$ cat config.mk
export PLATFORM = sky130hd
export DESIGN_NAME = chunked_addsub
export DESIGN_NICKNAME = d
export VERILOG_FILES = /design/src/rtl/chunked_addsub_pkg.sv /design/src/rtl/addsub_chunk.sv /design/src/rtl/chunked_addsub.sv
export SDC_FILE = /design/constraint.sdc
export NUM_CORES = 1
export LEC_CHECK = 0
export ABC_CLOCK_PERIOD_IN_PS = 6330
export CAP_MARGIN = 0
export CORE_ASPECT_RATIO = 2
export CORE_UTILIZATION = 50
export DETAILED_ROUTE_END_ITERATION = 10
export PLACE_DENSITY = 0.78
export SETUP_SLACK_MARGIN = 0.15
export SYNTH_ARGS = -nofsm -noshare
export SYNTH_HDL_FRONTEND = slang
export SYNTH_SLANG_ARGS = --single-unit
$ cat constraint.sdc
create_clock -name clk -period 6.33 [get_ports clk]
set_input_delay 1.899 -clock clk [delete_from_list [all_inputs] [get_ports clk]]
set_output_delay 1.899 -clock clk [all_outputs]
set_load 0.01 [all_outputs]
$ cat src/rtl/chunked_addsub_pkg.sv
// ============================================================================
// Module      : chunked_addsub_pkg
// Description : Shared state encoding and result-flag record for the
//               chunked adder/subtractor.
// Revision    : 1.0 - initial release
// ============================================================================
`default_nettype none

package chunked_addsub_pkg;

    typedef enum logic [1:0] {
        IDLE = 2'd0,
        BUSY = 2'd1,
        DONE = 2'd2
    } state_t;

    typedef struct packed {
        logic c;
        logic z;
        logic v;
    } flags_t;

    localparam flags_t c_FLAGS_RESET = '0;

endpackage

`default_nettype wire

$ cat src/rtl/addsub_chunk.sv
// ============================================================================
// Module      : addsub_chunk
// Description : CHUNK-bit combinational full add with carry-in, carry-out and
//               the carry into the chunk MSB (for signed-overflow detection).
// Revision    : 1.0 - initial release
// ============================================================================
`default_nettype none

module addsub_chunk #(
    parameter int CHUNK = 8
) (
    input  logic [CHUNK-1:0] i_a,
    input  logic [CHUNK-1:0] i_b,
    input  logic             i_cin,
    output logic [CHUNK-1:0] o_s,
    output logic             o_cout,
    output logic             o_cmsb
);

    logic w_amsb;
    logic w_bmsb;

    assign w_amsb = i_a[CHUNK-1];
    assign w_bmsb = i_b[CHUNK-1];

    generate
        if (CHUNK == 1) begin : g_single
            assign o_cmsb = i_cin;
            assign o_s    = i_a ^ i_b ^ i_cin;
        end else begin : g_multi
            // Low CHUNK-1 bits summed separately so their carry is the MSB carry-in
            logic [CHUNK-1:0] w_low;
            assign w_low  = {1'b0, i_a[CHUNK-2:0]} + {1'b0, i_b[CHUNK-2:0]}
                          + {{(CHUNK-1){1'b0}}, i_cin};
            assign o_cmsb = w_low[CHUNK-1];
            assign o_s    = {w_amsb ^ w_bmsb ^ w_low[CHUNK-1], w_low[CHUNK-2:0]};
        end
    endgenerate

    assign o_cout = (w_amsb & w_bmsb) | (o_cmsb & (w_amsb ^ w_bmsb));

endmodule

`default_nettype wire

$ cat src/rtl/chunked_addsub.sv
// ============================================================================
// Module      : chunked_addsub
// Description : Multi-cycle WIDTH-bit adder/subtractor, CHUNK bits per clock,
//               LS chunk first. Saturation enabled by CHUNKED_ADDSUB_SAT_EN.
// Revision    : 1.0 - initial release
// ============================================================================
`default_nettype none

module chunked_addsub
    import chunked_addsub_pkg::*;
#(
    parameter int WIDTH = 32,
    parameter int CHUNK = 8
) (
    input  logic             clk,
    input  logic             rst_n,
    input  logic             in_valid,
    output logic             in_ready,
    input  logic [WIDTH-1:0] a,
    input  logic [WIDTH-1:0] b,
    input  logic             sub,
    input  logic             sat,
    output logic             out_valid,
    input  logic             out_ready,
    output logic [WIDTH-1:0] out_s,
    output logic             out_c,
    output logic             zero,
    output logic             overflow
);

    localparam int               c_nchunk = WIDTH / CHUNK;
    localparam int               c_cw     = (c_nchunk > 1) ? $clog2(c_nchunk) : 1;
    localparam logic [c_cw-1:0]  c_last   = c_cw'(c_nchunk - 1);
    localparam logic [WIDTH-1:0] c_smax   = {1'b0, {(WIDTH-1){1'b1}}};
    localparam logic [WIDTH-1:0] c_smin   = {1'b1, {(WIDTH-1){1'b0}}};

    state_t            state_q, state_d;
    logic [WIDTH-1:0]  a_q, a_d;
    logic [WIDTH-1:0]  b_q, b_d;
    logic [WIDTH-1:0]  s_q, s_d;
    logic              carry_q, carry_d;
    logic [c_cw-1:0]   count_q, count_d;
    flags_t            flags_q, flags_d;

    logic [CHUNK-1:0]  w_chunk_a;
    logic [CHUNK-1:0]  w_chunk_b;
    logic [CHUNK-1:0]  w_chunk_s;
    logic              w_cout;
    logic              w_cmsb;
    logic              w_ovf;
    logic              w_accept;
    logic [WIDTH-1:0]  w_merged;
    logic [WIDTH-1:0]  w_final;

    assign in_ready  = (state_q == IDLE) || ((state_q == DONE) && out_ready);
    assign w_accept  = in_valid && in_ready;
    assign out_valid = (state_q == DONE);
    assign out_s     = s_q;
    assign out_c     = flags_q.c;
    assign zero      = flags_q.z;
    assign overflow  = flags_q.v;
    assign w_ovf     = w_cmsb ^ w_cout;

    always_comb begin
        w_chunk_a = '0;
        w_chunk_b = '0;
        for (int k = 0; k < c_nchunk; k++) begin
            if (count_q == c_cw'(k)) begin
                w_chunk_a = a_q[k*CHUNK +: CHUNK];
                w_chunk_b = b_q[k*CHUNK +: CHUNK];
            end
        end
    end

    addsub_chunk #(
        .CHUNK (CHUNK)
    ) u_chunk (
        .i_a    (w_chunk_a),
        .i_b    (w_chunk_b),
        .i_cin  (carry_q),
        .o_s    (w_chunk_s),
        .o_cout (w_cout),
        .o_cmsb (w_cmsb)
    );

    always_comb begin
        w_merged = s_q;
        for (int k = 0; k < c_nchunk; k++) begin
            if (count_q == c_cw'(k)) begin
                w_merged[k*CHUNK +: CHUNK] = w_chunk_s;
            end
        end
    end

`ifdef CHUNKED_ADDSUB_SAT_EN
    logic sat_q, sat_d;

    // Carry-out set on overflow means both operands were negative
    always_comb begin
        w_final = w_merged;
        if (sat_q && w_ovf) begin
            w_final = w_cout ? c_smin : c_smax;
        end
    end

    always_comb begin
        sat_d = sat_q;
        if (w_accept) begin
            sat_d = sat;
        end
    end

    always_ff @(posedge clk or negedge rst_n) begin
        if (!rst_n) begin
            sat_q <= 1'b0;
        end else begin
            sat_q <= sat_d;
        end
    end
`else
    logic w_unused_sat;

    assign w_unused_sat = sat;
    assign w_final      = w_merged;
`endif

    always_comb begin
        state_d = state_q;
        a_d     = a_q;
        b_d     = b_q;
        s_d     = s_q;
        carry_d = carry_q;
        count_d = count_q;
        flags_d = flags_q;
        case (state_q)
            BUSY: begin
                s_d     = w_merged;
                carry_d = w_cout;
                count_d = (count_q == c_last) ? '0 : count_q + 1'b1;
                if (count_q == c_last) begin
                    s_d       = w_final;
                    flags_d.c = w_cout;
                    flags_d.z = (w_final == '0);
                    flags_d.v = w_ovf;
                    state_d   = DONE;
                end
            end
            DONE: begin
                if (out_ready) begin
                    state_d = IDLE;
                end
            end
            default: state_d = IDLE;
        endcase
        // Accept may override DONE -> IDLE for back-to-back operation
        if (w_accept) begin
            a_d     = a;
            b_d     = b ^ {WIDTH{sub}};
            carry_d = sub;
            count_d = '0;
            state_d = BUSY;
        end
    end

    always_ff @(posedge clk or negedge rst_n) begin
        if (!rst_n) begin
            state_q <= IDLE;
            a_q     <= '0;
            b_q     <= '0;
            s_q     <= '0;
            carry_q <= 1'b0;
            count_q <= '0;
            flags_q <= c_FLAGS_RESET;
        end else begin
            state_q <= state_d;
            a_q     <= a_d;
            b_q     <= b_d;
            s_q     <= s_d;
            carry_q <= carry_d;
            count_q <= count_d;
            flags_q <= flags_d;
        end
    end

endmodule

`default_nettype wire

# Yosys cells after proc, flatten, opt, wreduce, memory -nomap -nowiden
# Index checks and enable logic that the tools add are counted.
dict set report classes {
  add_sub_neg 3
  eq_ne 7
  n_mux 21
  bitwise_logic 7
  reduce_logical 9
}
# cell count
set op_table {}
lappend op_table {{$mux 8} 12}
lappend op_table {{$logic_not 32->1} 1}
lappend op_table {{$xor 32x32->32} 1}
lappend op_table {{$mux 2} 6}
lappend op_table {{$add 7x7->8} 1}
lappend op_table {{$add 8x1->8} 1}
lappend op_table {{$eq 2x2->1 const B} 3}
lappend op_table {{$eq 2x1->1 const B} 2}
lappend op_table {{$logic_not 2->1} 2}
lappend op_table {{$pmux 2 s2} 1}
lappend op_table {{$reduce_and 2->1} 2}
lappend op_table {{$ne 3x1->1 const B} 1}
lappend op_table {{$ne 3x3->1 const B} 1}
lappend op_table {{$xor 1x1->1} 3}
lappend op_table {{$add 2x1->2 const B} 1}
lappend op_table {{$and 1x1->1} 2}
lappend op_table {{$logic_and 1x1->1} 2}
lappend op_table {{$mux 1} 2}
lappend op_table {{$reduce_bool 2->1} 1}
lappend op_table {{$logic_or 1x1->1} 1}
lappend op_table {{$or 1x1->1} 1}
dict set report word_totals {
  register_bits 104
  input_bits 70
  out_inout_bits 37
  word_cells 56
}

# Longest topological paths before layout
dict set report logic_depth {
  ltp_word 11
  ltp_mapped 18
  ltp_nobuf 16
}

# By module
# Synthesis repeated with hierarchy kept, for this count alone.
dict set report hier_totals {
  hier_cells 465
  hier_area_um2 5206.2
}
# mod n_inst cells_per_inst area_each_um2 seq_area_each_um2
set modules_own_cells {}
lappend modules_own_cells {chunked_addsub 1 427 4895.9 2602.5}
lappend modules_own_cells {addsub_chunk 1 38 310.3 0.0}

# Worst setup path after synthesis
# OpenSTA, ideal clock, no wires.
dict set report synth_timing {
  kind {input -> output}
  from {in out_ready}
  to {out in_ready}
  t_arrival_ns 2.175
  path_slack_ns 2.256
  stages 2
  n_path_buf 0
  cell_sequence {inv_1 -> a21oi_1}
}
dict set report synth_via {
  elab_chain_len 2
}
# item line_no
set synth_lines {}
lappend synth_lines {{from (decl)} chunked_addsub.sv:24} ;# input logic out_ready,
lappend synth_lines {{$logic_and 1x1->1} chunked_addsub.sv:55} ;# assign in_ready = (state_q == IDLE) || ((state_q == DONE) && out_ready);
lappend synth_lines {{$logic_or 1x1->1} chunked_addsub.sv:55}
lappend synth_lines {{to (decl)} chunked_addsub.sv:18} ;# output logic in_ready,
# Every way passes these cells.

# Worst setup path in the final report
# Ends and elaborated chain as after synthesis.

==> flow_summary.json <==
{
  "min-delay-path-class": "reg -> reg",
  "port-buffer-count": 105,
  "max_slew.worst_pin.slew_ns": 1.22,
  "finClkSkew_ns": 0.0115,
  "dieArea_um2": 10800,
  "synth_ff_type": "sky130_fd_sc_hd__dfrtp_1",
  "fin_total_pwr_mw": 4.06,
  "worst_skew_pair.late_latency_ns": 0.35,
  "via_per_inst": 5.50,
  "netlist_instances": 503,
  "cts_buffers": 9,
  "route.vias.total": 4003,
  "finalNetCount": 673,
  "clk_pin_slew_worst_paths_ns": 0.06,
  "timing.critical_path.from_type": "input port",
  "synth_async_sr_flop_share_pct": 100,
  "cts_max_path_buffers": 2,
  "period_minus_slack_ns": 5.05,
  "worst-path-stages": 4,
  "placeable_core_area_um2": 10100,
  "setup_total_negative_slack_ns": 0,
  "synthesis.nets": 586,
  "grt_pass1_vias": 4129,
  "period_share_pct": 79.8,
  "cts_resized": 0,
  "worst_r2r_path_depth": 15,
  "min_path_cells": 2,
  "achievable-frequency_mhz": 198,
  "first_pass_iters": 4,
  "global_route.usage.total_pct": 24.1,
  "final-setup-viol-count": 0,
  "synth_area_per_cell_um2": 10.3,
  "gp_routability_congestion": 0.852,
  "crit_path_cell_trace": "clkdlybuf4s50_1 > inv_1 > a21oi_1 > clkdlybuf4s50_1",
  "post_route_cells_drive_above_1_share_pct": 11.3,
  "area_of_combinational_cells_with_multiple_inputs_um2": 2370,
  "power_dens_cells_nw_per_um2": 623,
  "regToRegEndpoint": "zero",
  "die_height_um": 146,
  "static-leakage-power_nw": 2.67,
  "synthToLayoutAreaGrowth_pct": 25.9,
  "grt.overflow.total": 0,
  "most_used_cells_in_the_layout_excluding_fill_and_tap_cells": "sky130_fd_sc_hd__dfrtp_1 (104), sky130_fd_sc_hd__clkdlybuf4s50_1 (103), sky130_fd_sc_hd__a21oi_1 (52), sky130_fd_sc_hd__nor2_1 (52), sky130_fd_sc_hd__nand2_1 (49)",
  "critPathMaxStageDelay_ns": 0.56,
  "worst_r2r_startpoint": "count_q[0]",
  "seq_area_frac_synth_pct": 50.4,
  "drt.antenna.violating_nets": 0,
  "synth-edff-count": 0,
  "slew_headroom_pct": 18.7,
  "timing.final.hold_violations": 0,
  "critical_path.most_common_cell": "sky130_fd_sc_hd__clkdlybuf4s50_1",
  "crit_fanout": 2,
  "max-vdd-ir-drop_v": 0.000347,
  "postCtsSetupRepairBufs": 0,
  "cts_tree": "yes",
  "cts.hold.buffers_added": 0,
  "cts.sinks": 104,
  "finalInstanceArea_um2": 6510,
  "cp.required_ns": 4.43,
  "slowest_stage": "sky130_fd_sc_hd__clkdlybuf4s50_1",
  "synth.ff_latch_count": 104,
  "numPlacedInstances": 714,
  "first_pass_grt_wire_length_mm": 19.4,
  "status": "completed",
  "area.sequential_um2": 2600,
  "io_pins": 107,
  "timing.hold.worst_endpoint": "out_s[26]",
  "critical_path_class": "in -> out",
  "deepest_level_of_the_cts_h_tree": 3,
  "syn-cell-area_um2": 5170,
  "final_common_cell": "sky130_fd_sc_hd__dfrtp_1",
  "clockRootBuffer": "sky130_fd_sc_hd__clkbuf_16",
  "detail_route.wirelength_mm": 12.0,
  "critical_path.n_buffers_inverters": 3,
  "placed_area_um2": 6240,
  "ant_cells": 0,
  "grt_start_max_net_pins": 102,
  "setup_repair_after_global_routing_missed_its_margin": "false",
  "drv.max_cap_violation_count": 0,
  "hp-start": "out_s[26]",
  "crit_arrival_ns": 3.15,
  "timing_max_transition_violations_final": 0,
  "die_width_um": 73.9,
  "final-instance-count-excl-fill": 728,
  "post-dp-hpwl_mm": 9.10,
  "floorplan.initialDensity_pct": 51.3,
  "worst_path_dominant_cell_family": "buffers and inverters",
  "critical_path.endpoint_type": "output pin",
  "nFillCells": 814,
  "synth.lib_cells_used.distinct": 49,
  "rows": 52,
  "r2r_slack_ns": 1.29,
  "synth_warnings": 0,
  "dr.first_iter.drc_count": 184,
  "grt_antenna_before_repair": 0,
  "post_drt_wl_per_cell_um": 16.4,
  "drt_drc_violations_left": 0
}
[area by class of cell]
class	instances	area share, %
repair buffers	109	16.5
clock buffers	11	3.73
inverters	8	0.461
multi-input cells	358	36.4
well taps	135	2.60
flip-flops and latches	104	40.0
clock inverters	3	0.308
[per-stage QoR]
stage	setup WS [ns]	utilization, %	hold WS, ns
after floorplan	2.26	-	0.481
after detailed placement	1.28	61.9	0.470
final	1.28	64.5	0.479
after global routing	0.973	64.5	0.516
after CTS	1.27	64.5	0.483
after global placement	1.29	61.9	0.460
[state kept, by name, summed over array words and instances (netlist names)]
name      flops
overflow      1
out_c         1
zero          1
carry_q       1
b_q          32
count_q       2
out_s        32
a_q          32
state_q       2
[cell usage after synthesis (3+ instances only)]
| cell type | number | area (µm²) |
|---|---|---|
| sky130_fd_sc_hd__dfrtp_1 | 104 | 2600 |
| sky130_fd_sc_hd__a21oi_1 | 52 | 260 |
| sky130_fd_sc_hd__nor2_1 | 52 | 195 |
| sky130_fd_sc_hd__nand2_1 | 49 | 184 |
| sky130_fd_sc_hd__mux2_2 | 41 | 462 |
| sky130_fd_sc_hd__o21ai_0 | 39 | 195 |
| sky130_fd_sc_hd__xnor2_1 | 34 | 298 |
| sky130_fd_sc_hd__a22oi_1 | 13 | 97.6 |
| sky130_fd_sc_hd__clkbuf_1 | 13 | 48.8 |
| sky130_fd_sc_hd__buf_2 | 12 | 60.1 |
| sky130_fd_sc_hd__ha_1 | 10 | 125 |
| sky130_fd_sc_hd__inv_1 | 8 | 30.0 |
| sky130_fd_sc_hd__nor2b_1 | 7 | 43.8 |
| sky130_fd_sc_hd__nor4_1 | 6 | 37.5 |
| sky130_fd_sc_hd__nor3_1 | 5 | 25.0 |
| sky130_fd_sc_hd__o21ai_1 | 5 | 25.0 |
| sky130_fd_sc_hd__a21o_1 | 4 | 30.0 |
| sky130_fd_sc_hd__buf_1 | 3 | 11.3 |
| sky130_fd_sc_hd__buf_6 | 3 | 33.8 |
| sky130_fd_sc_hd__fa_1 | 3 | 60.1 |
| sky130_fd_sc_hd__o211ai_1 | 3 | 22.5 |
[layer usage]
| metal | up-vias | part of all wire (%) | GRT usage [%] |
|---|---|---|---|
| met5 | - | 0 | 0 |
| met4 | 0 | 5.4 | 16.2 |
| met3 | 36 | 2.6 | 3.05 |
| met2 | 107 | 57 | 43.7 |
| met1 | 1942 | 35 | 24.5 |
| li1 | 1918 | - | - |
[kinds of logic (layout without fill, tap and decap cells)]
group                    count (synthesis)  in the layout  share of synthesized area, %
multiplexers                            43             43                          9.32
AO/OA/AOI/OAI                          133            133                          15.4
XOR/XNOR                                34             34                          5.76
AND/OR/NAND/NOR                        135            135                          11.7
adder cells (fa/ha/maj)                 13             13                          3.58
flip-flops                             104            104                          50.4
buffers and inverters                   41            131                          3.85
[worst max path at each step]
stage	startpoint	to	slack, ns
4_1_cts	out_ready	in_ready	1.27
2_1_floorplan	out_ready	in_ready	2.26
3_3_place_gp	out_ready	in_ready	1.29
6_report	out_ready	in_ready	1.28
3_5_place_dp	out_ready	in_ready	1.28
5_1_grt	count_q[0]	zero	0.97
[where the power goes]
part	internal (mW)	total (mW)	switching [mW]
logic	1.02	2.36	1.34
clock network	0.272	0.502	0.230
registers	0.996	1.20	0.199
[worst reg2reg max path: stages, from the launching register on]
cell                       delay (ns)
sky130_fd_sc_hd__dfrtp_1         0.44
sky130_fd_sc_hd__inv_1           0.11
sky130_fd_sc_hd__ha_1            0.31
sky130_fd_sc_hd__nor2b_1         0.99
sky130_fd_sc_hd__a221oi_1        0.19
sky130_fd_sc_hd__nor3_1          0.19
sky130_fd_sc_hd__a21o_1          0.16
sky130_fd_sc_hd__ha_1            0.25
sky130_fd_sc_hd__a211oi_1        0.36
sky130_fd_sc_hd__o21a_1          0.21
sky130_fd_sc_hd__o21bai_1        0.11
sky130_fd_sc_hd__a21o_1          0.23
sky130_fd_sc_hd__fa_1            0.58
sky130_fd_sc_hd__nor4b_1         0.33
sky130_fd_sc_hd__nand4_1         0.17
sky130_fd_sc_hd__o41ai_2         0.30
Note: power is estimated with default switching activity, not from simulation.
